==> config.mk <==
export PLATFORM = sky130hd
export DESIGN_NAME = hvac_actuator_ctrl
export DESIGN_NICKNAME = d
export VERILOG_FILES = /design/src/rtl/hvac_pkg.sv /design/src/rtl/hvac_dwell_cnt.sv /design/src/rtl/hvac_actuator_ctrl.sv
export SDC_FILE = /design/constraint.sdc
export NUM_CORES = 1
export LEC_CHECK = 0
export CORE_MARGIN = 2
export CORE_UTILIZATION = 52
export DETAILED_ROUTE_END_ITERATION = 16
export GPL_TIMING_DRIVEN = 0
export PLACE_DENSITY_LB_ADDON = 0.08
export RECOVER_POWER = 25
export SLEW_MARGIN = 40
export SYNTH_ARGS = -nofsm -noshare
export SYNTH_HDL_FRONTEND = slang
export SYNTH_SLANG_ARGS = --single-unit
==> constraint.sdc <==
create_clock -name clk -period 2.34 [get_ports clk]
set_input_delay 0.468 -clock clk [delete_from_list [all_inputs] [get_ports clk]]
set_output_delay 0.468 -clock clk [all_outputs]
set_load 0.02 [all_outputs]
==> src/rtl/hvac_pkg.sv <==
// Shared types and default timing constants for the HVAC actuator controller.
package hvac_pkg;

  typedef enum logic [1:0] {
    ST_IDLE = 2'b00,
    ST_HEAT = 2'b01,
    ST_COOL = 2'b10,
    ST_REST = 2'b11
  } hvac_state_e;

  localparam int unsigned DEF_MIN_ON   = 8;
  localparam int unsigned DEF_MIN_OFF  = 6;
  localparam int unsigned DEF_FAN_TAIL = 4;
  localparam int unsigned DEF_CNT_W    = 8;

  function automatic logic is_active(input hvac_state_e s);
    return (s == ST_HEAT) || (s == ST_COOL);
  endfunction

endpackage

==> src/rtl/hvac_dwell_cnt.sv <==
// Saturating up-counter with synchronous clear; measures time spent in a state.
module hvac_dwell_cnt
  import hvac_pkg::*;
#(
  parameter int unsigned CNT_W = DEF_CNT_W
) (
  input  logic             clk,
  input  logic             rst_n,
  input  logic             clr,
  output logic [CNT_W-1:0] count
);

  logic [CNT_W-1:0] count_r;

  // Count up, hold at all-ones, restart from zero on clear.
  always_ff @(posedge clk or negedge rst_n) begin
    if (!rst_n) begin
      count_r <= {CNT_W{1'b0}};
    end else if (clr) begin
      count_r <= {CNT_W{1'b0}};
    end else if (count_r != {CNT_W{1'b1}}) begin
      count_r <= count_r + CNT_W'(1);
    end else begin
      count_r <= count_r;
    end
  end

  assign count = count_r;

endmodule

==> src/rtl/hvac_actuator_ctrl.sv <==
// Heater/cooler/fan sequencer with minimum on-time, anti-short-cycle lockout
// and a fan run-on tail. All outputs are registered from the next state.
module hvac_actuator_ctrl
  import hvac_pkg::*;
#(
  parameter int unsigned MIN_ON   = DEF_MIN_ON,
  parameter int unsigned MIN_OFF  = DEF_MIN_OFF,
  parameter int unsigned FAN_TAIL = DEF_FAN_TAIL,
  parameter int unsigned CNT_W    = DEF_CNT_W
) (
  input  logic clk,
  input  logic rst_n,
  input  logic heat_req,
  input  logic cool_req,
  output logic heater_on,
  output logic cooler_on,
  output logic fan_on,
  output logic busy,
  output logic conflict
);

  localparam logic [CNT_W-1:0] ON_LAST  = CNT_W'(MIN_ON - 1);
  localparam logic [CNT_W-1:0] OFF_LAST = CNT_W'(MIN_OFF - 1);
  localparam logic [CNT_W-1:0] FAN_LOAD = CNT_W'(FAN_TAIL);

  hvac_state_e      state_r, state_next_s;
  logic [CNT_W-1:0] dwell_s;
  logic             dwell_clr_s;
  logic [CNT_W-1:0] fan_cnt_r, fan_cnt_next_s;
  logic             valid_heat_s, valid_cool_s;
  logic             heater_next_s, cooler_next_s, fan_next_s, busy_next_s;
  logic             heater_on_r, cooler_on_r, fan_on_r, busy_r, conflict_r;

  // Simultaneous requests cancel each other out.
  assign valid_heat_s = heat_req & ~cool_req;
  assign valid_cool_s = cool_req & ~heat_req;
  assign dwell_clr_s  = (state_next_s != state_r);

  hvac_dwell_cnt #(.CNT_W(CNT_W)) u_dwell (
    .clk   (clk),
    .rst_n (rst_n),
    .clr   (dwell_clr_s),
    .count (dwell_s)
  );

  // State register; power-up starts in the lockout.
  always_ff @(posedge clk or negedge rst_n) begin
    if (!rst_n) begin
      state_r <= ST_REST;
    end else begin
      state_r <= state_next_s;
    end
  end

  // Next-state selection.
  always_comb begin
    state_next_s = state_r;
    case (state_r)
      ST_IDLE: begin
        if (valid_heat_s) begin
          state_next_s = ST_HEAT;
        end else if (valid_cool_s) begin
          state_next_s = ST_COOL;
        end else begin
          state_next_s = ST_IDLE;
        end
      end
      ST_HEAT: begin
        if ((dwell_s >= ON_LAST) && !valid_heat_s) begin
          state_next_s = ST_REST;
        end else begin
          state_next_s = ST_HEAT;
        end
      end
      ST_COOL: begin
        if ((dwell_s >= ON_LAST) && !valid_cool_s) begin
          state_next_s = ST_REST;
        end else begin
          state_next_s = ST_COOL;
        end
      end
      ST_REST: begin
        if (dwell_s != OFF_LAST) begin
          state_next_s = ST_REST;
        end else if (valid_heat_s) begin
          state_next_s = ST_HEAT;
        end else if (valid_cool_s) begin
          state_next_s = ST_COOL;
        end else begin
          state_next_s = ST_IDLE;
        end
      end
      default: state_next_s = ST_REST;
    endcase
  end

  // Output decode from the next state, plus the fan tail countdown.
  always_comb begin
    fan_cnt_next_s = fan_cnt_r;
    if (is_active(state_r) && (state_next_s == ST_REST)) begin
      fan_cnt_next_s = FAN_LOAD;
    end else if (is_active(state_next_s)) begin
      fan_cnt_next_s = {CNT_W{1'b0}};
    end else if (fan_cnt_r != {CNT_W{1'b0}}) begin
      fan_cnt_next_s = fan_cnt_r - CNT_W'(1);
    end else begin
      fan_cnt_next_s = fan_cnt_r;
    end
    heater_next_s = (state_next_s == ST_HEAT);
    cooler_next_s = (state_next_s == ST_COOL);
    busy_next_s   = (state_next_s == ST_REST);
    fan_next_s    = is_active(state_next_s) || (fan_cnt_next_s != {CNT_W{1'b0}});
  end

  // Output and fan tail registers; reset kills actuators at once, no tail.
  always_ff @(posedge clk or negedge rst_n) begin
    if (!rst_n) begin
      fan_cnt_r   <= {CNT_W{1'b0}};
      heater_on_r <= 1'b0;
      cooler_on_r <= 1'b0;
      fan_on_r    <= 1'b0;
      busy_r      <= 1'b1;
      conflict_r  <= 1'b0;
    end else begin
      fan_cnt_r   <= fan_cnt_next_s;
      heater_on_r <= heater_next_s;
      cooler_on_r <= cooler_next_s;
      fan_on_r    <= fan_next_s;
      busy_r      <= busy_next_s;
      conflict_r  <= heat_req & cool_req;
    end
  end

  assign heater_on = heater_on_r;
  assign cooler_on = cooler_on_r;
  assign fan_on    = fan_on_r;
  assign busy      = busy_r;
  assign conflict  = conflict_r;

endmodule

### Yosys cells after proc, flatten, opt, wreduce, memory -nomap -nowiden

Cells that the tools add are included.

* logic and storage cells: 48
* output and inout port bits: 5
* flip-flop bits (word level): 23

* reduce and logical (&&, ||, !) cells: 12
* equality and inequality tests: 9
* $add $sub $neg: 2
* muxes and demuxes: 11
* $lt $le $gt $ge: 1
* bitwise logic cells: 5

Operator list (count)
* $mux W8: 5
* $reduce_bool A8 Y1: 2
* $add A8 B1 Y8 const B: 1
* $eq A2 B2 Y1 const B: 4
* $ge A8 B3 Y1 const B: 1
* $mux W2: 4
* $ne A8 B3 Y1 const B: 1
* $ne A8 B8 Y1 const B: 1
* $pmux W2 S4: 1
* $sub A8 B1 Y8 const B: 1
* $eq A2 B1 Y1 const B: 2
* $and A1 B1 Y1: 3
* $logic_and A1 B1 Y1: 3
* $logic_or A1 B1 Y1: 3
* $logic_not A1 Y1: 2
* $logic_not A2 Y1: 1
* $ne A2 B2 Y1: 1
* $not A1 Y1: 2
* $reduce_bool A2 Y1: 1
* $mux W1: 1

### Longest topological paths before layout

* word-level depth: 12
* mapped depth: 10
* depth with buffers taken out: 10

### Hierarchy

From an unflattened synthesis, not the netlist that was laid out.

* cell total of the unflattened synthesis: 137
* area total of the unflattened synthesis: 1338.8 um^2

By module, submodules not included
* hvac_actuator_ctrl: cells an instance 96, seq. area each 379.1 um^2, area an instance 917.1 um^2, times used 1
* hvac_dwell_cnt: cells an instance 41, seq. area each 200.2 um^2, area an instance 421.7 um^2, times used 1

### Least setup slack after synthesis

OpenSTA, ideal clock, no wires.

* path type: reg-to-reg
* from: register state_r[0]
* to: register fan_cnt_r[3]
* data arrival time: 2.506 ns
* setup time: 0.072 ns
* stages on the path, launching flop included: 10
* slack: -0.238 ns
* required time: 2.268 ns
* buffers on the path: 0
* period minus slack after synthesis: 2.578 ns
* cell sequence: dfstp_2 inv_1 ha_1 or2_2 a222oi_1 o221ai_1 ha_1 a21oi_1 nand2_1 nor2_1

* word-level cells in the longest chain between the ends: 6
* elaborated cells between the ends (all ways): 13
* those cells by class: eq/ne: 6; mux: 3; reduce/logical: 4

Ends and longest elaborated chain
* start: declaration: line hvac_actuator_ctrl.sv:26 `hvac_state_e state_r, state_next_s;`
* start signal: assignment: line hvac_actuator_ctrl.sv:51 `state_r <= state_next_s;`
* $eq A2 B2 Y1 (tied with other cells): line hvac_actuator_ctrl.sv:58 `case (state_r)`
* $pmux W2 S4 (*): line hvac_actuator_ctrl.sv:58
* named net state_next_s[0]: line hvac_actuator_ctrl.sv:26
* $eq A2 B1 Y1 / $eq A2 B2 Y1 (equally long branches): line hvac_pkg.sv:17 `return (s == ST_HEAT) || (s == ST_COOL);`
* $logic_or A1 B1 Y1: line hvac_pkg.sv:17
* $mux W8: line hvac_actuator_ctrl.sv:102 `end else if (is_active(state_next_s)) begin`
* $mux W8 (*): line hvac_actuator_ctrl.sv:100 `if (is_active(state_r) && (state_next_s == ST_REST)) begin`
* named net fan_cnt_next_s[3]: line hvac_actuator_ctrl.sv:29 `logic [CNT_W-1:0] fan_cnt_r, fan_cnt_next_s;`
* end signal: assignment: line hvac_actuator_ctrl.sv:118 `fan_cnt_r <= {CNT_W{1'b0}};`
* end signal: assignment: line hvac_actuator_ctrl.sv:125 `fan_cnt_r <= fan_cnt_next_s;`
* end: declaration: line hvac_actuator_ctrl.sv:29

Mark *: on every way through the listed nets, which the timed path passes. The rest lies on a longest branch.
A chain may end at the register's enable or synchronous reset.

### Worst setup path in the final report

* from: register state_r[1]
* to: register u_dwell.count_r[4], in the netlist u_dwell.count[4]

* word-level cells in the longest chain between the ends: 4
* elaborated cells between the ends (all ways): 8
* those cells by class: eq/ne: 4; mux: 2; reduce/logical: 2

Ends and longest elaborated chain
* $eq A2 B2 Y1 (tied with other cells): line hvac_actuator_ctrl.sv:58
* $pmux W2 S4 (*): line hvac_actuator_ctrl.sv:58
* named net state_next_s[0]: line hvac_actuator_ctrl.sv:26
* $ne A2 B2 Y1 (*): line hvac_actuator_ctrl.sv:37 `assign dwell_clr_s = (state_next_s != state_r);`
* $mux W8 / $reduce_bool A2 Y1 (equally long branches)
* end signal: assignment: line hvac_dwell_cnt.sv:18 `count_r <= {CNT_W{1'b0}};`
* end signal: assignment: line hvac_dwell_cnt.sv:20 `count_r <= {CNT_W{1'b0}};`
* end signal: assignment: line hvac_dwell_cnt.sv:22 `count_r <= count_r + CNT_W'(1);`
* end: declaration: line hvac_dwell_cnt.sv:13 `logic [CNT_W-1:0] count_r;`

Marks and branches as above.

==> summary.md <==
| Metric | Value |
|---|---|
| Vias/cell | 5.71 |
| Area Overhead vs Synth | 30.6% |
| CP delay by family, top | flip-flops |
| FF+latch count, synth | 23 |
| Final Setup Violations | 1 |
| Final min period | 2.34 ns |
| Total Routing Usage GR | 20.5% |
| CTS tree | built |
| First-pass GRT wire length | 5150 microns |
| Filler cells | 183 |
| Chip width | 55.7 microns |
| Reg2reg end | u_dwell.count[4] |
| Clk_skew | 0.0176 ns |
| Vias in the first global route | 1192 |
| Initial antenna violation count | 0 |
| Root buffer cell | clkbuf_4 |
| Final Slew Violations | 0 |
| CP Cell Sequence | inv_4 > ha_4 > or2_4 > a222oi_1 > o221ai_2 > buf_6 > xnor2_4 > buf_12 > nor4b_4 |
| Slowest cell on the critical path | dfstp_2 |
| CTS H-tree depth | 1 |
| CP peak stage delay | 0.59 ns |
| Worst-path clk slew | 0.14 ns |
| Latest clock arrival within the worst-skew pair | 0.32 ns |
| Critical R2R Launch | state_r[1] |
| Hold buffer count at CTS | 0 |
| Commonest non-fill, non-tap cells in the layout | dfrtp_1 (19), nor2_1 (12), buf_4 (9), ha_1 (9) |
| Top post-synthesis cells by area | dfrtp_1 (36%), ha_1 (9.9%), dfstp_2 (5.7%) |
| Share of the synthesized area in the top cell type | 36.0% |
| First-pass DRT Iterations | 4 |
| Worst slew pin tran | 1.22 ns |
| Post-synthesis sequential area ratio | 41.7% |
| Placed cell count | 181 |
| Power per cell area | 983 nW/um^2 |
| CP startpoint kind | flop |
| Die footprint | 3100 sq um |
| Worst hold path class | in -> async |
| Clock Sink Count | 23 |
| Pre-CTS WS | -0.380 ns |
| Initial core utilization | 55.6% |
| Asr flop ratio synth | 100% |
| Post-synthesis cell area | 1390 sq um |
| Setup WS post-layout | -0.00127 ns |
| Pin count of the biggest net entering global routing | 24 |
| Leak | 0.790 nW |
| Length in cells of the worst reg-to-reg path | 9 |
| Final hold violations | 0 |
| Final wirelength | 2930 microns |
| CP arrival | 2.58 ns |
| Post-Synthesis Cells | 143 |
| DR WL/cell | 15.0 microns |
| Max-Cap Viols | 0 |
| Status | complete, but fails checks |
| Share of cells above drive strength 1 | 27.9% |
| Worst-path maximum fanout | 8 |
| Num ports | 9 |
| Req. time, crit path | 2.58 ns |
| Worst rel slew slack | 19.0% |
| Initial DRC count | 19 |
| RSZ-0062 raised after global routing | true |
| Most used DFF post-synth | dfrtp_1 |
| CP endpoint | u_dwell.count[4] |
| Tcrit/Tclk final | 100% |
| CTS buffer count | 3 |
| Remaining antenna violation count | 0 |
| Num rows | 18 |
| Die Ht | 55.7 microns |
| Vias | 1113 |
| Final Non-Filler Cells | 195 |
| Failing checks | setup timing |
| Yosys top cell by area | dfrtp_1 |
| Core area | 2500 sq um |
| R2r setup slk | -0.001 ns |
| CP startpoint | state_r[1] |
| Net count, final | 181 |
| Placer Congestion | 0.782 |
| Mapped Avg Cell Area | 9.72 sq um |
| Ant. Diodes | 0 |
| HPWL after detailed placement | 1960 microns |
| Clock Tree Buf Depth | 2 |
| Post-synth EDFFs | 0 |
| Crit path buffers/inverters | 3 |
| Commonest non-fill, non-tap cell in the layout | dfrtp_1 |
| Hold WS | 0.362 ns |
| Crit Path Class | reg -> reg |
| Synthesis Warnings | 0 |
| Peak supply drop | 0.801 mV |
| DRC viols | 0 |
| Stages on the worst setup path | 9 |
| Fmax | 427 MHz |
| Net Count, Synth | 158 |
| Post-synthesis cell type count | 44 |
| Crit path capture type | flop |
| IO Port Bufs | 8 |
| Total grt overflow | 0 |
cells in the mapped netlist, drive strengths merged (3+ instances only):
cell type and instances:
a21oi 5, xnor2 8, nor2 14, ha 11, nand2 9, o21ai 7
dfstp 3, dfrtp 20, nand2b 3, inv 10, nor4 8, nand3 7
and3 4
layer usage:
| metal | part of all wire, % | track usage [%] |
|---|---|---|
| met5 | 0 | 0 |
| met4 | 0.85 | 9.76 |
| met3 | 2.1 | 4.42 |
| met2 | 52 | 35.0 |
| met1 | 45 | 24.5 |
per-stage QoR:
| stage | power, mW | util (%) | area (sq um) | TNS [ns] |
|---|---|---|---|---|
| after global routing | 1.93 | 72.6 | 1820 | -0.680 |
| after floorplan | 1.20 | - | 1410 | 0 |
| final | 1.78 | 72.6 | 1820 | -0.00127 |
| after global placement | 1.34 | 61.2 | 1530 | -2.75 |
| after CTS | 1.67 | 69.1 | 1730 | -0.0136 |
| after detailed placement | 1.38 | 61.0 | 1530 | -3.48 |
state kept, by name, indices dropped and copies added (netlist names):
name / cells
conflict: 1
fan_on: 1
fan_cnt_r: 8
busy: 1
state_r: 2
u_dwell.count: 8
cooler_on: 1
heater_on: 1
worst min-delay path by stage:
stage | startpoint | slack, ns | end
floorplan | rst_n | 0.17 | conflict
global placement | fan_cnt_r[5] | 0.54 | fan_cnt_r[5]
detailed placement | rst_n | 0.48 | conflict
CTS | rst_n | 0.12 | u_dwell.count[2]
global route | rst_n | 0.48 | u_dwell.count[2]
finish | rst_n | 0.36 | u_dwell.count[2]
cell type report:
class                      instances  area [sq um]  area share [%]
buffer                             4          26.3            1.45
clock inverter                     1          5.00           0.276
clock buffer                       3          22.5            1.24
tap                               30          37.5            2.07
multi-input combinational        106           936            51.6
inverter                          10          42.5            2.34
sequential                        23           581            32.0
timing repair buffer              18           165            9.10
repair_timing:
action / CTS / global route
buffers inserted: 6 / 5
resized for setup: 20 / 10
pin swaps: 2 / 12
hold endpoints to repair: 0 / 0
setup endpoints to repair: 11 / 17
cells by family after synthesis:
group                      synth area share [%]
adders and majority gates                  9.90
muxes                                      1.44
xor gates and xnor gates                   6.84
buffers and inverters                      4.59
AOI/OAI and AO/OA                          10.1
and+or+nand+nor                            25.5
DFF                                        41.7
power breakdown:
| group | internal, mW | total, mW | leakage (nW) | switching [mW] |
|---|---|---|---|---|
| clock | 0.0638 | 0.186 | 0.0177 | 0.122 |
| combinational | 0.450 | 0.885 | 0.502 | 0.435 |
| sequential | 0.552 | 0.713 | 0.270 | 0.162 |
(Power assumes the default switching activity.)
